--- src/rtl/mul_div.sv ---
// Iterative 32-bit multiply/divide unit with HI/LO result registers.
// One bit per cycle: shift-add multiply, restoring divide on magnitudes.
module mul_div (
   input  logic        clk,
   input  logic        rst,
   input  logic        start,
   input  logic [1:0]  op,
   input  logic [31:0] a,
   input  logic [31:0] b,
   input  logic        hi_wr,
   input  logic        lo_wr,
   output logic [31:0] hi,
   output logic [31:0] lo,
   output logic        busy,
   output logic        done
);

   typedef enum logic [1:0] {IDLE, RUN, DONE} state_t;

   state_t      state_q;
   logic [4:0]  cnt_q;
   logic        div_q;
   logic        qneg_q;
   logic        rneg_q;
   logic [31:0] x_q;
   logic [31:0] y_q;
   logic [31:0] m_q;
   logic [31:0] hi_q;
   logic [31:0] lo_q;
   logic        done_q;

   logic [31:0] a_mag;
   logic [31:0] b_mag;
   logic [32:0] sum;
   logic [32:0] shf;
   logic [32:0] dif;
   logic        ge;
   logic [31:0] x_d;
   logic [31:0] y_d;
   logic [63:0] prod;
   logic [31:0] res_hi;
   logic [31:0] res_lo;

   // 0x80000000 negates to itself, which reads as 2^31 unsigned
   assign a_mag = (op[0] && a[31]) ? -a : a;
   assign b_mag = (op[0] && b[31]) ? -b : b;

   always_comb begin
      sum = {1'b0, x_q} + (y_q[0] ? {1'b0, m_q} : 33'd0);
      shf = {x_q, y_q[31]};
      dif = shf - {1'b0, m_q};
      ge  = (shf >= {1'b0, m_q});
      if (div_q) begin
         x_d = ge ? dif[31:0] : shf[31:0];
         y_d = {y_q[30:0], ge};
      end else begin
         x_d = sum[32:1];
         y_d = {sum[0], y_q[31:1]};
      end
      prod = {x_d, y_d};
      if (qneg_q)
         prod = -prod;
      if (div_q) begin
         res_lo = qneg_q ? -y_d : y_d;
         res_hi = rneg_q ? -x_d : x_d;
      end else begin
         res_lo = prod[31:0];
         res_hi = prod[63:32];
      end
   end

   always_ff @(posedge clk or posedge rst) begin
      if (rst) begin
         state_q <= IDLE;
         cnt_q   <= '0;
         div_q   <= 1'b0;
         qneg_q  <= 1'b0;
         rneg_q  <= 1'b0;
         x_q     <= '0;
         y_q     <= '0;
         m_q     <= '0;
         hi_q    <= '0;
         lo_q    <= '0;
         done_q  <= 1'b0;
      end else begin
         unique case (state_q)
            IDLE: begin
               done_q <= 1'b0;
               if (start) begin
                  div_q   <= op[1];
                  // a zero divisor keeps the all-ones quotient unsigned
                  qneg_q  <= op[0] & (a[31] ^ b[31]) & ~(op[1] & (b == 32'd0));
                  rneg_q  <= op[1] & op[0] & a[31];
                  x_q     <= '0;
                  y_q     <= op[1] ? a_mag : b_mag;
                  m_q     <= op[1] ? b_mag : a_mag;
                  cnt_q   <= '0;
                  state_q <= RUN;
               end else begin
                  if (hi_wr)
                     hi_q <= a;
                  if (lo_wr)
                     lo_q <= a;
               end
            end
            RUN: begin
               x_q   <= x_d;
               y_q   <= y_d;
               cnt_q <= cnt_q + 5'd1;
               if (cnt_q == 5'd31) begin
                  hi_q    <= res_hi;
                  lo_q    <= res_lo;
                  done_q  <= 1'b1;
                  state_q <= DONE;
               end
            end
            DONE: begin
               done_q  <= 1'b0;
               state_q <= IDLE;
            end
            default: begin
               done_q  <= 1'b0;
               state_q <= IDLE;
            end
         endcase
      end
   end

   assign hi   = hi_q;
   assign lo   = lo_q;
   assign busy = (state_q != IDLE);
   assign done = done_q;

endmodule

--- config.mk ---
export PLATFORM = sky130hd
export DESIGN_NAME = mul_div
export DESIGN_NICKNAME = d
export VERILOG_FILES = /design/src/rtl/mul_div.sv
export SDC_FILE = /design/constraint.sdc
export NUM_CORES = 1
export LEC_CHECK = 0
export CAP_MARGIN = 0
export CORE_UTILIZATION = 55
export DETAILED_ROUTE_END_ITERATION = 10
export GPL_TIMING_DRIVEN = 0
export HOLD_SLACK_MARGIN = 0.12
export PLACE_DENSITY = 0.76
export REMOVE_ABC_BUFFERS = 1
export SLEW_MARGIN = 0
export SYNTH_ARGS = -nofsm -noshare
export SYNTH_HDL_FRONTEND = slang
export SYNTH_SLANG_ARGS = --single-unit
--- constraint.sdc ---
create_clock -name clk -period 6.3 [get_ports clk]
set_input_delay 1.26 -clock clk [delete_from_list [all_inputs] [get_ports clk]]
set_output_delay 1.26 -clock clk [all_outputs]
set_load 0.005 [all_outputs]
==> results.txt <==
Outcome: finished, final reports clean
Largest family of logic cells by synthesized area: compound AO/OA/AOI/OAI gates
Clock Latency Late Sink: 0.44 ns
Via/cell ratio: 6.60
Core footprint: 28100 um^2
Clock tree buffer depth: 2
Top_reg_cell synth: dfrtp_1
Synth Area in Simple Gates: 23.6%
Layout cells sized above 1: 4.92%
DRT iter0 DRCs: 1773
Antenna violations before repair: 1
Final ANT Viol Nets: 0
Syn Inst Count: 2099
Setup TNS: 0 ns
CP arrival: 6.44 ns
Io pins: 137
Placed insts: 2498
Clock transition at path regs: 0.07 ns
Synth Area in Adders: 5.75%
GR Layer Usage met2: 57.3%
Mux cell area share after synthesis: 3.58%
Cell Area, Synth: 15900 um^2
Async set-reset flop share out of synthesis: 100%
Hpwl dp: 41400 um
Net Switching: 6.73 mW
Final Setup Violations: 0
Nets: 2286
Grt met3 use: 6.20%
Setup Skew: 0.0115 ns
Peak VDD IR: 271 uV
Largest net degree at the start of global routing: 128
WL/cell: 21.9 um
Rows: 61
Seq pwr share: 18.6%
CP startpoint kind: register
Vias in the first global route: 15300
Final cell count without fillers: 2535
Die W: 172 um
Via count: 16700
Layout Area Growth over Synthesis: 14.0%
# clock sinks: 171
Maximum clock rate: 0.163 GHz
CP Data Required Time: 6.59 ns
Initial Utilization: 56.7%
GRT Util Overall: 37.8%
Hold Fails Final Rpt: 0
PwrDens: 686 nW/um^2
Max-Cap Viols: 0
Critical path class: reg2reg
Leak Pwr: 7.44 nW
Number of enable flip-flop cells after synthesis: 0
Worst setup EP type: register
Crit-path slowest cell: or4_1
Complex-gate fraction of the synthesized area: 27.2%
1st-pass router iterations: 6
Sw Ratio: 54.0%
H-tree depth: 4
Most crowded layer after global routing: met2
First-pass GRT wire length: 85100 um
Die Y: 172 um
CTS tree: built
XOR/XNOR share of the synthesized area: 7.87%
RSZ-0062 raised after global routing: false
CP Buf/Inv Count: 3
PortBufs: 136
Power share of the combinational group: 72.8%
Global placement routability congestion: 0.982
Internal: 5.73 mW
Final min period: 6.15 ns
Num CTS Buffers: 17
Final period utilization: 97.6%
Crit path max fanout: 12
Worst hold path type: reg2reg
Post-synthesis sequential area ratio: 26.9%
Headroom to the max-slew limit: 9.95%
Max stage delay on crit path: 0.64 ns
Delay-heaviest family, CP: compound AO/OA/AOI/OAI gates
Critical path cell sequence: ha_1 > a21o_1 > o21bai_1 > a211oi_2 > o21ba_4 > a31oi_2 > inv_1 > ha_1 > o21ai_0 > or4_1 > nand3b_1 > nand2b_2 > o21ai_2 > nand3_2 > nor3b_4 > buf_4 > inv_1 > o41ai_2 > xnor2_1 > o221ai_1
Syn_area_per_cell: 7.58 um^2
DRC: 0
Clk pwr share: 8.5%
Power Total: 12.5 mW
Max-slew violation count: 0
Yosys reg bits: 171
Hold buffers post-CTS: 0
Worst-Margin Slew: 1.35 ns
Met1 track demand over resource: 52.9%
Die Area: 29600 um^2
Root buf cell: clkbuf_16
Post-synthesis cell type count: 96
Total Wirelength: 55500 um
Yosys warning total: 0
Grt ovf: 0
==> cells in the final DEF, fill, tap and decap left out, drive strengths merged, types with 14 or more instances in the layout <==
master / n
nand2: 284
nor2: 195
o21ai: 188
a21oi: 176
dfrtp: 171
clkdlybuf4s50: 135
inv: 82
xnor2: 79
ha: 70
nand3: 65
xor2: 64
nor3: 50
mux2i: 48
and2: 43
o221ai: 39
o211ai: 37
a31oi: 34
a21o: 29
nor4: 27
o31ai: 20
nand4: 20
nand2b: 19
and3: 18
clkbuf: 18
buf: 15
or3: 14
o31a: 14
==> stage by stage <==
stage	setup WS (ns)	util [%]	instance area (um^2)	hold slack [ns]
after floorplan	-0.433	-	15400	0.449
after global placement	-3.99	61.4	17200	0.465
after detailed placement	-0.823	62.3	17500	0.470
after CTS	0.0706	64.5	18100	0.485
after global routing	0.0118	64.6	18100	0.516
final	0.152	64.6	18100	0.483
==> power groups by stage <==
stage               Sequential [mW]  Combinational [mW]  Clock [mW]
finish                         2.32                9.07        1.06
global route                   2.38                9.85        1.11
CTS                            2.29                8.85        1.07
detailed placement             2.30                8.73           0
global placement               2.37                8.56           0
floorplan                      2.13                6.25           0
==> final cells by class <==
| cell class | count | area (um^2) |
|---|---|---|
| multi-input combinational | 1726 | 10900 |
| fill | 2538 | 9940 |
| sequential | 171 | 4280 |
| timing repair buffer | 150 | 1600 |
| tap | 378 | 473 |
| clock buffer | 18 | 439 |
| inverter | 77 | 297 |
| clock inverter | 14 | 138 |
| antenna | 1 | 2.50 |
==> cells in the mapped netlist, drive strengths merged (7+ instances only) <==
| cell type | count | share of area [%] |
|---|---|---|
| o221ai | 39 | 2.2 |
| a211oi | 13 | 0.61 |
| nand3 | 65 | 2.1 |
| nor3b | 7 | 0.40 |
| mux2 | 8 | 0.57 |
| buf | 32 | 1.1 |
| o21a | 10 | 0.47 |
| a41oi | 7 | 0.39 |
| o41ai | 8 | 0.58 |
| a221o | 9 | 0.57 |
| and3 | 18 | 0.71 |
| or4 | 9 | 0.42 |
| mux2i | 48 | 3.0 |
| a21oi | 176 | 5.6 |
| o31ai | 20 | 0.97 |
| nor4 | 27 | 1.1 |
| or3 | 14 | 0.55 |
| ha | 70 | 5.5 |
| clkbuf | 93 | 2.2 |
| nand4 | 20 | 0.96 |
| a21o | 29 | 1.4 |
| nor2 | 195 | 4.6 |
| o21ai | 188 | 5.9 |
| nor2b | 12 | 0.47 |
| nand2 | 284 | 6.7 |
| nor3 | 50 | 1.6 |
| o31a | 14 | 0.77 |
| o211ai | 37 | 1.7 |
| xnor2 | 79 | 4.3 |
| and2 | 43 | 1.7 |
| o21bai | 9 | 0.45 |
| nand3b | 8 | 0.38 |
| a31oi | 34 | 1.3 |
| nand2b | 19 | 0.75 |
| xor2 | 64 | 3.5 |
| inv | 76 | 1.8 |
| dfrtp | 171 | 27 |
==> worst paths after layout <==
kind / slack (ns) / start / depth (start not counted) / endpoint
setup reg to reg: 0.15 / x_q[19] / 20 / hi[30]
setup / recovery: 0.15 / x_q[19] / 20 / hi[30]
hold reg to reg: 0.48 / hi[5] / 2 / hi[5]
max in group asynchronous: 4.11 / rst / 3 / div_q
min in group asynchronous: 1.19 / rst / 2 / lo[2]
hold / removal: 0.48 / hi[5] / 2 / hi[5]
==> timing repair <==
action                     4_1_cts  5_1_grt
resized for setup                6        1
pin swaps                        1        1
setup endpoints to repair       16        5
setup buffers                    1        3
==> worst register-to-register path: cells and delay by family (launching register included) <==
family	cells	cell delay (ns)
buffers and inverters	3	0.56
AOI/OAI and AO/OA	9	2.40
adders and majority gates	2	0.70
and+or+nand+nor	5	1.76
xor gates and xnor gates	1	0.17
DFF	1	0.44
==> layer usage <==
layer	part of all wire (%)	vias to the layer above
met5	0.014	-
met4	4.0	2
met3	9.2	152
met2	44	888
met1	43	7955
li1	-	7723
==> state kept, by name, summed over array words and instances, names as in the netlist <==
| name | cells |
|---|---|
| cnt_q | 5 |
| y_q | 32 |
| hi | 32 |
| m_q | 32 |
| done | 1 |
| rneg_q | 1 |
| qneg_q | 1 |
| x_q | 32 |
| lo | 32 |
| state_q | 2 |
| div_q | 1 |
==> kinds of logic after synthesis <==
logic type | count (synthesis)
compound gates | 662
xor+xnor | 143
fa+ha+maj | 72
buf+inv | 202
flops | 171
mux | 56
simple gates | 793
No activity file was read; power rests on OpenSTA's default activity.
